<file path="config.mk">
export PLATFORM = sky130hd
export DESIGN_NAME = wfull_flat
export DESIGN_NICKNAME = d
export VERILOG_FILES = /design/src/rtl/wfull_if.sv /design/src/rtl/wfull.sv /design/src/flat_wrapper.sv
export SDC_FILE = /design/constraint.sdc
export NUM_CORES = 1
export LEC_CHECK = 0
export CAP_MARGIN = 20
export CORE_UTILIZATION = 44
export DETAILED_ROUTE_END_ITERATION = 16
export PLACE_DENSITY = 0.71
export SKIP_LAST_GASP = 1
export SLEW_MARGIN = 40
export SYNTH_ARGS = -nofsm -noshare
export SYNTH_HDL_FRONTEND = slang
export SYNTH_SLANG_ARGS = --single-unit
export TNS_END_PERCENT = 5
</file>
<file path="constraint.sdc">
create_clock -name wclk -period 1.9 [get_ports wclk]
set_input_delay 0.38 -clock wclk [delete_from_list [all_inputs] [get_ports wclk]]
set_output_delay 0.38 -clock wclk [all_outputs]
set_load 0.03 [all_outputs]
</file>
<file path="src/rtl/wfull_if.sv">
// rtl/wfull_if.sv - write-side pointer/full-flag bundle for the async FIFO write domain
interface wfull_if #(
  parameter int AW = 4
);
  logic          winc;
  logic [AW:0]   wq2_rptr;
  logic [AW-1:0] waddr;
  logic [AW:0]   wptr;
  logic          wfull;
  logic          wovf;
  logic          walmost_full;

  // Producer / read-domain side: drives requests and the read pointer, observes status
  modport master (
    output winc,
    output wq2_rptr,
    input  waddr,
    input  wptr,
    input  wfull,
    input  wovf,
    input  walmost_full
  );

  // Pointer generator side
  modport slave (
    input  winc,
    input  wq2_rptr,
    output waddr,
    output wptr,
    output wfull,
    output wovf,
    output walmost_full
  );
endinterface

</file>
<file path="src/rtl/wfull.sv">
// rtl/wfull.sv - async FIFO write pointer, full/overflow flags; optional almost-full under WFULL_ALMOST_FULL_EN
module wfull #(
  parameter int DEPTH           = 16,
  parameter int FIFO_ADDR_WIDTH = $clog2(DEPTH),
  parameter int AFULL_MARGIN    = 2
) (
  input  logic          wclk,
  input  logic          reset,
  wfull_if.slave        bus
);
  localparam int AW = FIFO_ADDR_WIDTH;
  localparam logic [AW:0] ONE = {{AW{1'b0}}, 1'b1};

  // Parameter sanity: power-of-two depth of at least 4, margin inside 1..DEPTH-1
  if (DEPTH < 4 || (DEPTH & (DEPTH - 1)) != 0 || (1 << AW) != DEPTH) begin : g_bad_depth
    $error("wfull: DEPTH must be a power of two >= 4 matching FIFO_ADDR_WIDTH");
  end
  if (AFULL_MARGIN < 1 || AFULL_MARGIN > DEPTH - 1) begin : g_bad_margin
    $error("wfull: AFULL_MARGIN must lie in 1..DEPTH-1");
  end

  logic [AW:0] r_wbin;
  logic [AW:0] r_s0;
  logic [AW:0] r_s1;
  logic        r_ovf;

  logic [AW:0] w_wptr;
  logic [AW:0] w_full_ref;
  logic        w_wfull;
  logic        w_accept;
  logic        w_reject;
  logic        w_afull;

  // Gray pointer straight off the binary register: only one bit moves per increment
  assign w_wptr = (r_wbin >> 1) ^ r_wbin;

  // Full when the write pointer is exactly one lap ahead of the synchronised read pointer
  assign w_full_ref = {~r_s1[AW:AW-1], r_s1[AW-2:0]};
  assign w_wfull    = (w_wptr == w_full_ref);

  assign w_accept = bus.winc && !w_wfull;
  assign w_reject = bus.winc &&  w_wfull;

  // Write-domain state: pointer advance, two-flop read-pointer synchroniser, sticky overflow
  always_ff @(negedge wclk) begin
    if (!reset) begin
      r_wbin <= '0;
      r_s0   <= '0;
      r_s1   <= '0;
      r_ovf  <= 1'b0;
    end else begin
      r_s0 <= bus.wq2_rptr;
      r_s1 <= r_s0;
      if (w_accept) begin
        r_wbin <= r_wbin + ONE;
      end
      if (w_reject) begin
        r_ovf <= 1'b1;
      end
    end
  end

`ifdef WFULL_ALMOST_FULL_EN
  localparam logic [AW:0] AFULL_THRESH = (AW + 1)'(DEPTH - AFULL_MARGIN);

  logic [AW:0] w_rbin;
  logic [AW:0] w_level;

  // Gray-to-binary of the synchronised read pointer (prefix XOR from the MSB down)
  always_comb begin
    w_rbin     = '0;
    w_rbin[AW] = r_s1[AW];
    for (int i = AW - 1; i >= 0; i--) begin
      w_rbin[i] = w_rbin[i + 1] ^ r_s1[i];
    end
  end

  // Occupancy as seen from the write side; stale rs only ever overstates it
  assign w_level = r_wbin - w_rbin;
  assign w_afull = (w_level >= AFULL_THRESH) || w_wfull;
`else
  assign w_afull = 1'b0;
`endif

  assign bus.waddr        = r_wbin[AW-1:0];
  assign bus.wptr         = w_wptr;
  assign bus.wfull        = w_wfull;
  assign bus.wovf         = r_ovf;
  assign bus.walmost_full = w_afull;
endmodule

</file>
<file path="src/flat_wrapper.sv">
// flat-port wrapper written by rule: the top's interface ports become plain ports
module wfull_flat 
#(
  parameter int DEPTH           = 16,
  parameter int FIFO_ADDR_WIDTH = $clog2(DEPTH),
  parameter int AFULL_MARGIN    = 2
)
  (wclk, reset, bus_winc, bus_wq2_rptr, bus_waddr, bus_wptr, bus_wfull, bus_wovf, bus_walmost_full);
  wfull_if #(.AW((4))) bus_i ();
  input  logic wclk;
  input  logic reset;
  input wire logic [$bits(bus_i.winc)-1:0] bus_winc;
  input wire logic [$bits(bus_i.wq2_rptr)-1:0] bus_wq2_rptr;
  output wire logic [$bits(bus_i.waddr)-1:0] bus_waddr;
  output wire logic [$bits(bus_i.wptr)-1:0] bus_wptr;
  output wire logic [$bits(bus_i.wfull)-1:0] bus_wfull;
  output wire logic [$bits(bus_i.wovf)-1:0] bus_wovf;
  output wire logic [$bits(bus_i.walmost_full)-1:0] bus_walmost_full;
  assign bus_i.winc = bus_winc;
  assign bus_i.wq2_rptr = bus_wq2_rptr;
  assign bus_waddr = bus_i.waddr;
  assign bus_wptr = bus_i.wptr;
  assign bus_wfull = bus_i.wfull;
  assign bus_wovf = bus_i.wovf;
  assign bus_walmost_full = bus_i.walmost_full;
  wfull #(.DEPTH(DEPTH), .FIFO_ADDR_WIDTH(FIFO_ADDR_WIDTH), .AFULL_MARGIN(AFULL_MARGIN)) u_core (.wclk(wclk), .reset(reset), .bus(bus_i));
endmodule
</file>
# [Yosys cells after proc, flatten, opt, wreduce, memory -nomap -nowiden]
# Index checks and enable logic that the tools add are counted.
[classes] addsub=1 n_mul=0 div=0 magnitude_cmp=0 n_eq_ne=1 shifts=0 mux=0 bitwise_logic=2 reduce_logical=3
[ops] operator="$add 5x1->5 const B" n=1
[ops] operator="$eq 5x5->1" n=1
[ops] operator="$xor 4x5->5" n=1
[ops] operator="$logic_and 1x1->1" n=2
[ops] operator="$not 2->2" n=1
[ops] operator="$logic_not 1->1" n=1
[totals] reg_bits=16 latch_bits=0 ramBits=0 romBits=0 inputBits=8 mem_count=0

# [Logic depth before layout (Yosys ltp)]
[depth] depth_word=4 mapped_depth=5 mapped_depth_nobuf=5

==> flow_metrics.py <==
metrics = {
    "run_status": {
        "status": "complete, but fails checks",
        "failed_checks": "setup timing",
    },
    "route": {
        "drc": 0,
        "drtAntennaViolNets": 0,
        "routed-via-count": 598,
        "drt_iter0_drc": 16,
        "drt-total-wl_mm": 1.42,
        "avg_wl_per_cell_um": 10.9,
        "post_drt_via_cell_ratio": 4.60,
        "drt-pass1-iter-count": 4,
    },
    "die": {
        "dieHeight_um": 41.3,
        "ios": 20,
        "num_rows": 13,
        "starting_density_of_the_core": 0.498,
        "fp.dieArea_um2": 1710,
        "die_x_um": 41.3,
        "core_area_um2": 1370,
    },
    "place": {
        "dpl.hpwl_um": 928,
        "place.gp.congestion": 0.630,
        "port_buffers": 18,
    },
    "power_and_ir_drop": {
        "report.power.total_w": 0.000834,
        "peakVddDrop_v": 0.000635,
        "power.density_cell_area_nw_per_um2": 727,
        "p_leak_nw": 0.559,
    },
    "setup_path": {
        "crit_path_top_delay_cell": "sky130_fd_sc_hd__dfxtp_4",
        "arrival_ns": 2.62,
        "crit_path_max_fanout": 3,
        "timing.critical_path.cells": "buf_4 -> ha_4 -> xor2_2 -> nor4_4 -> and2_4 -> buf_6",
        "worstSetupPathType": "flip-flop to output pin",
        "timing.critical_path.to_type": "output pin",
        "required_ns": 1.52,
        "cpPeakStageDelay_ns": 0.35,
        "critical_path_launch_point_type": "flip-flop",
        "worst-r2r-cell-count": 7,
    },
    "yosys": {
        "synthDominantAreaCellType": "sky130_fd_sc_hd__dfxtp_1",
        "ys_ff_latch": 16,
        "synth_top_area_share": 0.471,
        "yosysUniqueCellTypes": 19,
        "synth_cells": 66,
        "post_syn_area_per_cell_um2": 10.3,
        "synth-seq-area-share": 0.471,
        "synth_area_um2": 681,
        "synthTopCellsByCount": "16 x sky130_fd_sc_hd__dfxtp_1, 11 x sky130_fd_sc_hd__and2_1, 7 x sky130_fd_sc_hd__nand2_1",
        "yosysWarnings": 0,
        "ys.flop_type": "sky130_fd_sc_hd__dfxtp_1",
        "synth_most_common_cell": "sky130_fd_sc_hd__dfxtp_1",
        "async_s_r_ff_share_synth": 0,
        "synth-edff-count": 0,
        "synth.area.top_cells": "sky130_fd_sc_hd__dfxtp_1 47%, sky130_fd_sc_hd__and2_1 10%, sky130_fd_sc_hd__mux2i_1 7.4%",
        "syn_nets": 77,
    },
    "sta": {
        "grt_setup_unrepaired": "yes",
        "timing.final.setup_violations": 17,
        "final-max-slew-violation-count": 0,
        "timing.final.hold_violations": 0,
        "fin_worst_hold_slack_ns": 0.428,
        "timing.final.ws_setup_ns": -1.10,
        "timing.clock.skew_ns": 0.0221,
    },
    "final_layout": {
        "nets": 127,
        "multi_input_comb_area_um2": 423,
        "postLayoutCoreUtil": 0.840,
        "drive_above_1_share": 0.400,
        "area.sequential_um2": 337,
        "fillCellCount": 87,
        "antenna_cells": 0,
        "area.growth.synth_to_final_pct": 68.6,
    },
    "grt": {
        "grt_remaining_overflow": 0,
        "first_global_vias": 597,
        "grt_antenna_before_repair": 0,
        "grt_util_overall": 0.216,
        "grt_start_max_net_pins": 12,
        "wire_length_of_the_first_global_routing_pass_mm": 2.20,
    },
    "cts": {
        "numCtsBuffers": 3,
        "worstSkewPairLatency_ns": 0.37,
        "tritoncts_num_sinks": 16,
        "cts_tree": "yes",
        "clkSlewWorstSetupHoldPaths_ns": 0.04,
        "cts_max_path_buffers": 2,
        "ctsRootBufferMaster": "sky130_fd_sc_hd__clkbuf_4",
        "htree_num_levels": 1,
    },
    "run": {
        "timing.max_cap.violations": 0,
    },
    "worst_hold_path": {
        "hp-class": "flip-flop to flip-flop",
        "holdPathStages": 1,
    },
}
[routing by layer]
layer / track usage / up-vias / part of all wire
li1: - / 303 / -
met1: 0.179 / 270 / 0.38
met2: 0.367 / 21 / 0.53
met3: 0.112 / 4 / 0.071
met4: 0.194 / 0 / 0.020
met5: 0 / - / 0
[layout make-up]
class / instances / share of cell area
sequential: 16 / 0.293
tap: 15 / 0.0164
clock inverter: 17 / 0.0567
multi-input combinational: 46 / 0.369
clock buffer: 3 / 0.0196
timing repair buffer: 33 / 0.245
[layout by cell type (no fill, tap or decap), drive strengths merged]
| cell | n |
|---|---|
| nand2b | 4 |
| and2 | 11 |
| nor2b | 1 |
| clkinvlp | 1 |
| ha | 3 |
| conb | 1 |
| dfxtp | 16 |
| clkbuf | 3 |
| a31oi | 1 |
| nor4 | 1 |
| inv | 16 |
| a21oi | 3 |
| buf | 26 |
| nand3 | 2 |
| xnor2 | 1 |
| clkdlybuf4s50 | 7 |
| nand2 | 7 |
| xor2 | 5 |
| mux2i | 5 |
| a21boi | 1 |
[report_power, final]
group / internal, W / switching [W]
combinational: 0.0000772 / 0.0000702
sequential: 0.000350 / 0.00000974
clock: 0.000121 / 0.000206
total: 0.000548 / 0.000286
[repair_timing]
action                                  CTS  global route
resized for setup                         4             0
setup buffers                             3             0
pin swaps                                 3             0
hold buffers                              0             0
endpoints found under the setup margin   16            17
[worst max-delay path, delay by kind of cell, from the launching register on]
| kind | cells | cell delay (ns) |
|---|---|---|
| DFF | 1 | 0.35 |
| xor gates and xnor gates | 1 | 0.15 |
| and+or+nand+nor | 2 | 0.34 |
| adders and majority gates | 1 | 0.21 |
| buffers and inverters | 2 | 0.26 |
[flip-flops by register name, summed over array words and instances, names as in the netlist]
signal / flops
u_core.r_s0: 5
u_core.bus.wovf: 1
u_core.r_wbin: 5
u_core.r_s1: 5
[cells by family after synthesis]
group                    after synthesis  share of synthesized area
AND/OR/NAND/NOR                       26                      0.232
flip-flops                            16                      0.471
XOR/XNOR                               6                     0.0882
AO/OA/AOI/OAI                          5                     0.0478
multiplexers                           5                     0.0735
buffers and inverters                  4                     0.0276
adder cells (fa/ha/maj)                3                     0.0552
other                                  1                    0.00551
[path summary, 6_finish.rpt]
kind | from | endpoint | slack, ns
setup / recovery | u_core.r_wbin[1] | bus_wfull | -1.10
hold / removal | u_core.r_s0[3] | u_core.r_s1[3] | 0.43
setup reg to reg | u_core.r_wbin[1] | u_core.r_wbin[3] | 0.28
hold reg to reg | u_core.r_s0[3] | u_core.r_s1[3] | 0.43
[through the flow]
step / setup TNS (ns) / worst slack (ns) / area (um^2) / std cells
global placement: -7.52 / -0.739 / 1010 / 108
finish: -7.03 / -1.10 / 1150 / 130
CTS: -7.15 / -1.13 / 1150 / 130
detailed placement: -7.62 / -0.761 / 1010 / 108
global route: -8.08 / -1.23 / 1150 / 130
floorplan: -1.68 / -0.911 / 753 / 66
(Power assumes the default switching activity.)
